===== config.mk =====
export PLATFORM = sky130hd
export DESIGN_NAME = timer_arbiter
export DESIGN_NICKNAME = d
export VERILOG_FILES = /design/src/rtl/timer_arbiter.sv
export SDC_FILE = /design/constraint.sdc
export NUM_CORES = 1
export LEC_CHECK = 0
export CAP_MARGIN = 20
export CORE_AREA = 2 2 63 65
export CTS_CLUSTER_DIAMETER = 100
export DETAILED_ROUTE_END_ITERATION = 8
export DIE_AREA = 0 0 65 67
export GPL_ROUTABILITY_DRIVEN = 0
export GPL_TIMING_DRIVEN = 0
export PLACE_DENSITY = 0.69
export RECOVER_POWER = 25
export SYNTH_ARGS = -nofsm -noshare
export SYNTH_HDL_FRONTEND = slang
export SYNTH_SLANG_ARGS = --single-unit

===== constraint.sdc =====
create_clock -name clk -period 3.34 [get_ports clk]
set_input_delay 0.334 -clock clk [delete_from_list [all_inputs] [get_ports clk]]
set_output_delay 0.334 -clock clk [all_outputs]
set_load 0.1 [all_outputs]

===== src/rtl/timer_arbiter.sv =====
`default_nettype none
// ============================================================================
// Module   : timer_arbiter
// Purpose  : Round-robin sharing of one down-counting delay timer among
//            NUM_REQ requesters; pulses done to the owner at count expiry.
// Revision : 1.0 - initial release
// ============================================================================

module timer_arbiter #(
    parameter int unsigned NUM_REQ   = 4,
    parameter int unsigned CNT_WIDTH = 8
) (
    input  logic                         clk,
    input  logic                         rst,
    input  logic [NUM_REQ-1:0]           req,
    input  logic [NUM_REQ*CNT_WIDTH-1:0] cycles,
    output logic [NUM_REQ-1:0]           grant,
    output logic [NUM_REQ-1:0]           done,
    output logic                         busy
);

    localparam int unsigned C_PTR_W = (NUM_REQ > 1) ? $clog2(NUM_REQ) : 1;

    typedef enum logic [0:0] {
        ST_IDLE = 1'b0,
        ST_RUN  = 1'b1
    } state_t;

    state_t               state_q,  state_d;
    logic [C_PTR_W-1:0]   rr_ptr_q, rr_ptr_d;
    logic [C_PTR_W-1:0]   owner_q,  owner_d;
    logic [CNT_WIDTH-1:0] count_q,  count_d;
    logic [NUM_REQ-1:0]   grant_q,  grant_d;

    logic [CNT_WIDTH-1:0] w_cycles [NUM_REQ];
    logic                 w_found;
    logic [C_PTR_W-1:0]   w_winner;
    logic [C_PTR_W-1:0]   w_idx;
    int unsigned          w_sum;
    logic [CNT_WIDTH-1:0] w_cnt_load;
    logic [C_PTR_W-1:0]   w_owner_inc;

    generate
        for (genvar gi = 0; gi < NUM_REQ; gi++) begin : g_unpack
            assign w_cycles[gi] = cycles[gi*CNT_WIDTH +: CNT_WIDTH];
        end
    endgenerate

    // First set request at or after rr_ptr, wrapping modulo NUM_REQ.
    always_comb begin
        w_found  = 1'b0;
        w_winner = '0;
        w_sum    = 0;
        w_idx    = '0;
        for (int unsigned k = 0; k < NUM_REQ; k++) begin
            w_sum = 32'(rr_ptr_q) + k;
            if (w_sum >= NUM_REQ) begin
                w_sum = w_sum - NUM_REQ;
            end
            w_idx = w_sum[C_PTR_W-1:0];
            if (!w_found && req[w_idx]) begin
                w_found  = 1'b1;
                w_winner = w_idx;
            end
        end
    end

    // A zero count behaves as one cycle, so the load value saturates at 0.
    assign w_cnt_load  = (w_cycles[w_winner] == '0) ? '0
                                                    : w_cycles[w_winner] - 1'b1;
    assign w_owner_inc = (owner_q == C_PTR_W'(NUM_REQ - 1)) ? '0
                                                            : owner_q + 1'b1;

    always_comb begin
        state_d  = state_q;
        rr_ptr_d = rr_ptr_q;
        owner_d  = owner_q;
        count_d  = count_q;
        grant_d  = grant_q;
        done     = '0;
        case (state_q)
            ST_IDLE: begin
                grant_d = '0;
                if (w_found) begin
                    state_d           = ST_RUN;
                    owner_d           = w_winner;
                    count_d           = w_cnt_load;
                    grant_d[w_winner] = 1'b1;
                end
            end
            ST_RUN: begin
                if (!req[owner_q]) begin
                    state_d  = ST_IDLE;
                    grant_d  = '0;
                    rr_ptr_d = w_owner_inc;
                end else if (count_q == '0) begin
                    done     = grant_q;
                    state_d  = ST_IDLE;
                    grant_d  = '0;
                    rr_ptr_d = w_owner_inc;
                end else begin
                    count_d = count_q - 1'b1;
                end
            end
            default: begin
                state_d = ST_IDLE;
                grant_d = '0;
            end
        endcase
    end

    always_ff @(posedge clk) begin
        if (rst) begin
            state_q  <= ST_IDLE;
            rr_ptr_q <= '0;
            owner_q  <= '0;
            count_q  <= '0;
            grant_q  <= '0;
        end else begin
            state_q  <= state_d;
            rr_ptr_q <= rr_ptr_d;
            owner_q  <= owner_d;
            count_q  <= count_d;
            grant_q  <= grant_d;
        end
    end

    assign grant = grant_q;
    assign busy  = (state_q == ST_RUN);

endmodule

`default_nettype wire


==> flow_summary.toml, run 1 <==
[global_route]
grt_max_degree = 11
grt_first_pass_wirelength_um = 5420
grt.overflow.total = 0
grt_pass1_vias = 1210
grt_usage = 0.159
antenna_found_initial = 0

[setup_path]
critPathRequiredTime_ns = 3.01
crit_chain = "inv_1 -> ha_1 -> or3b_1 -> or3_4 -> nor3_4 -> and3_1 -> and2_1 -> clkdlybuf4s15_2"
max_stage_delay_ns = 0.55
setup.worst_path.end_class = "primary output"
cp.arrival_ns = 2.78
crit_slowest_cell = "clkdlybuf4s15_2"
path_max_fanout = 5
crit_type = "reg -> out"
crit_path_start_kind = "flop"

[detailed_routing]
wl_per_cell_um = 12.4
via_per_inst = 5.26
drt_wl_total_um = 3220
drt-initial-drc-count = 79
num_vias = 1367
drcViolationCount = 0
drt-pass1-iter-count = 4
drt.antenna.violating_nets = 0

[synthesis]
ys_seq_elements = 17
yosysWarnings = 0
synth_edf_count = 0
syn-num-nets = 204
avgSynthCellArea_um2 = 8.55
synthCells = 163
synth_top_cell_area_share = 0.244
ys_types = 52
seq_area_frac_synth = 0.244
ys.flop_type = "dfxtp_1"
synthTopCellsByArea = "dfxtp_1, mux2i_1, mux2_2"
synthArstFlopShare = 0
synth_top_cell_by_area = "dfxtp_1"
synthesis.area_um2 = 1390

[floorplanning]
start_util = 0.387
rows = 22
die-area_um2 = 4360
chipWidth_um = 65
fp.dieH_um = 67
core_area_um2 = 3610
ios = 47

[status]
status = "complete, no violations"

[power]
p_per_area_nw_per_um2 = 421
finalPower_mw = 0.823
p_leak_nw = 0.757
ir_worst_vdd_mv = 0.155

[clocking]
clock_latency_ns = 0.26
cts_max_level = 1
root_buffer = "clkbuf_8"
tritoncts = "yes"
clock_path_buffers = 2
path_clk_slew_ns = 0.07
cts-buffers-inserted = 3
clkSinkCount = 17
cts_setup_buffers = 0

[sta]
slew_headroom = 0.352
period_needed_ns = 3.12
hold_violations = 0
finalClockSkew_ns = 0.000441
min_period_over_period = 0.934
max_freq_mhz = 321
finalMaxSlewViolations = 0
finalWorstSetupSlack_ns = 0.221
worstMarginPinSlew_ns = 0.970
rsz0062_at_grt = "false"
setup_viol = 0

[cells_and_area]
ff_latch_area_um2 = 340
final_nets = 254
drive_gt1_frac = 0.142
num-fill-cells = 358
antennaDiodeCount = 0
multi_input_area_um2 = 971
area_growth_pct = 40.2

[run]
max-cap-violations = 0

[placed_design]
dp_hpwl_um = 2500
portBuffers = 45
place_ws_ns = -0.0609

[min_path]
min_path_type = "in -> reg"
## final timing paths
check	startpoint	end	slack [ns]	depth (start not counted)
max	count_q[0]	done[2]	0.22	8
min	rst	grant[3]	0.45	2
max reg2reg	rr_ptr_q[0]	count_q[2]	0.81	10
min reg2reg	count_q[1]	count_q[1]	0.48	2
## per-layer routing
layer | track usage | vias up | share of wire
li1 | - | 696 | -
met1 | 0.201 | 622 | 0.44
met2 | 0.271 | 42 | 0.48
met3 | 0.0203 | 7 | 0.053
met4 | 0.0638 | 0 | 0.020
met5 | 0 | - | 0
## power breakdown
part           leakage (nW)  internal, mW  switching (mW)
clock                0.0228        0.0850          0.0737
combinational         0.594         0.190           0.212
sequential            0.140         0.232          0.0302
## cells in the final DEF, fill, tap and decap left out, types with 2 or more instances in the layout
cell type,n
ha_1,3
a21oi_1,11
mux2_2,7
buf_6,2
clkbuf_8,3
nor3_1,6
buf_4,2
clkdlybuf4s50_1,36
xor2_1,3
a21o_1,2
o22ai_1,2
mux2i_1,20
dfxtp_1,17
nor2_1,21
clkbuf_1,3
clkdlybuf4s15_2,4
a222oi_1,2
nand3b_1,2
a22oi_1,3
dlygate4sd3_1,5
nor2b_1,2
o21ai_0,3
nand3_1,2
and2_1,6
or3_1,2
nand2_1,6
inv_1,8
## logic make-up (layout without fill, tap and decap cells)
| group | Yosys count | count (layout) | share of synthesized area |
|---|---|---|---|
| simple gates | 59 | 59 | 0.232 |
| compound gates | 36 | 36 | 0.197 |
| mux | 28 | 28 | 0.216 |
| flops | 17 | 17 | 0.244 |
| buf+inv | 16 | 65 | 0.0592 |
| xor+xnor | 4 | 4 | 0.0251 |
| fa+ha+maj | 3 | 3 | 0.0269 |
## worst max-delay path, delay by kind of cell (launching register included)
| kind | cells | cell delay, ns |
|---|---|---|
| and+or+nand+nor | 5 | 1.39 |
| buffers and inverters | 2 | 0.61 |
| adders and majority gates | 1 | 0.19 |
| DFF | 1 | 0.33 |
## final cells by class
class | count | area share
sequential | 17 | 0.174
inverter | 9 | 0.0173
buffer | 7 | 0.0250
multi-input combinational | 130 | 0.497
clock buffer | 4 | 0.0230
timing repair buffer | 45 | 0.233
tap | 48 | 0.0307
## per-stage QoR
step / hold slack, ns / std cells / setup TNS [ns] / utilization / cell area, µm²
after floorplan: 0.454 / 163 / 0 / - / 1390
after global placement: 0.474 / 256 / -0.0995 / 0.528 / 1900
after detailed placement: 0.486 / 256 / -0.237 / 0.528 / 1900
after CTS: 0.470 / 260 / 0 / 0.542 / 1950
after global routing: 0.494 / 260 / 0 / 0.542 / 1950
final: 0.451 / 260 / 0 / 0.542 / 1950
## sequential cells by signal, indices dropped and copies added (netlist names)
name	cells
count_q	8
busy	1
owner_q	2
rr_ptr_q	2
grant	4
## cell usage after synthesis, drive strengths merged, types with 3 or more instances
master / n
a21oi: 11
a22oi: 3
and2: 7
buf: 5
dfxtp: 17
ha: 3
inv: 9
mux2: 7
mux2i: 20
nand2: 6
nor2: 22
nor2b: 3
nor3: 7
o21ai: 5
or3: 3
xor2: 3
## repair_timing
| action | CTS | global route |
|---|---|---|
| resized for setup | 12 | 0 |
| endpoints found under the setup margin | 4 | 0 |
| hold buffers | 0 | 0 |
(Power assumes the default switching activity.)
==> inputs of run 2 (changes only) <==
Settings changed: CTS_CLUSTER_SIZE from default to 10, PLACE_DENSITY 0.69 to 0.79.
==> flow_summary.toml, run 2 (synthesis gave the netlist of run 1 again) <==
[status]
status = "complete, no violations"

[global_route]
grtUsageMet2 = 0.282
grt_usage = 0.160
grt_first_pass_wirelength_um = 5460
gr-usage-met3 = 0.0101
grt.overflow.total = 0
antenna_found_initial = 0
grt_pass1_vias = 1250
grt_max_degree = 11
top_usage_layer = "met2"
use_met1 = 0.198

[clocking]
root_buffer = "clkbuf_8"
path_clk_slew_ns = 0.07
clock_latency_ns = 0.25
cts_max_level = 1
cts-buffers-inserted = 3
tritoncts = "yes"
clkSinkCount = 17
cts_setup_buffers = 0
clock_path_buffers = 2
cts_hold_buffers = 0

[floorplanning]
chipWidth_um = 65
fp.dieH_um = 67
start_util = 0.387
die-area_um2 = 4360
core_area_um2 = 3610
rows = 22
ios = 47

[cells_and_area]
multi_input_area_um2 = 971
ff_latch_area_um2 = 340
area_growth_pct = 38.4
drive_gt1_frac = 0.142
final_common_cell = "clkdlybuf4s50_1"
largest_reg_flops = 8
antennaDiodeCount = 0
num-fill-cells = 337
final_nets = 254
stdcell_count = 260
layout_common_cells = "clkdlybuf4s50_1, nor2_1, mux2i_1"
largest-register = "count_q"

[sta]
hold_slack_ns = 0.476
rsz0062_at_grt = "false"
max_freq_mhz = 336
finalWorstSetupSlack_ns = 0.362
finalClockSkew_ns = 0.00354
worstMarginPinSlew_ns = 0.975
setup_viol = 0
slew_headroom = 0.348
min_period_over_period = 0.892
hold_violations = 0
period_needed_ns = 2.98
finalMaxSlewViolations = 0

[power]
power_frac_comb = 0.490
p_int_mw = 0.507
p_leak_nw = 0.760
clock_power_share = 0.188
power_switching_mw = 0.314
finalPower_mw = 0.821
p_per_area_nw_per_um2 = 426
ir_worst_vdd_mv = 0.159
seqPwrFrac = 0.321
sw_frac_of_total = 0.382

[min_path]
min_path_type = "in -> reg"

[detailed_routing]
via_per_inst = 5.27
drt-pass1-iter-count = 5
drt_wl_total_um = 3290
num_vias = 1370
wl_per_cell_um = 12.6
drt-initial-drc-count = 49
drt.antenna.violating_nets = 0
drcViolationCount = 0

[setup_path]
crit_slowest_cell = "clkbuf_2"
crit_type = "reg -> out"
critPathRequiredTime_ns = 3.01
cp.arrival_ns = 2.64
crit_path_start_kind = "flop"
setup.worst_path.end_class = "primary output"
max_stage_delay_ns = 0.45
path_max_fanout = 5
crit_chain = "inv_1 -> ha_1 -> or3b_1 -> or3_4 -> nor3_4 -> and3_1 -> and2_1 -> clkbuf_2"

[run]
max-cap-violations = 0

[placed_design]
dp_cells = 256
portBuffers = 45
place_ws_ns = -0.0221
dp_hpwl_um = 2590
-- run 2: changes by cell type in the layout (fill, tap and decap cells not counted), sizes merged --
| cell | change |
|---|---|
| clkbuf | +4 |
| clkdlybuf4s15 | -4 |
-- run 2: metrics by stage --
stage	util	cell area, µm²	setup TNS (ns)
CTS	0.541	1950	0
floorplan	-	1390	0
detailed placement	0.528	1900	-0.0751
global route	0.535	1930	0
finish	0.535	1930	0
global placement	0.528	1900	-0.0239
-- run 2: path summary, 6_finish.rpt --
kind	end	from	slack [ns]	cells past startpoint
max	done[3]	count_q[0]	0.36	8
min	grant[3]	rst	0.48	2
max reg2reg	count_q[2]	rr_ptr_q[1]	0.76	11
min reg2reg	count_q[1]	count_q[1]	0.50	2
-- run 2: layout make-up --
cell class                 count  area share
buffer                         7      0.0253
clock buffer                   4      0.0233
inverter                       9      0.0175
multi-input combinational    130       0.503
sequential                    17       0.176
tap                           48      0.0311
timing repair buffer          45       0.223
-- run 2: what timing repair did --
action,in CTS,in global routing
setup endpoints to repair,4,4
hold endpoints to repair,0,0
resized for setup,8,4
-- run 2: critical path, delay by kind of cell, from the launching register on --
family,cells,cell delay [ns]
fa+ha+maj,1,0.18
simple gates,5,1.36
flops,1,0.33
buf+inv,2,0.51
-- run 2: routing by layer --
| layer | vias to the layer above | share of wire |
|---|---|---|
| met5 | - | 0 |
| met4 | 0 | 0.016 |
| met3 | 7 | 0.051 |
| met2 | 51 | 0.51 |
| met1 | 619 | 0.43 |
| li1 | 693 | - |
-- run 2: power by group through the flow --
stage	Clock (mW)	Combinational [mW]	Sequential, mW
finish	0.155	0.403	0.264
global route	0.166	0.440	0.268
CTS	0.156	0.406	0.263
detailed placement	0	0.403	0.267
global placement	0	0.394	0.265
floorplan	0	0.268	0.295
==> inputs of run 3 (changes only) <==
Settings changed: TNS_END_PERCENT from default to 20.
==> results of run 3 <==
Final layout, timing and power as in run 2 (identical DEF).
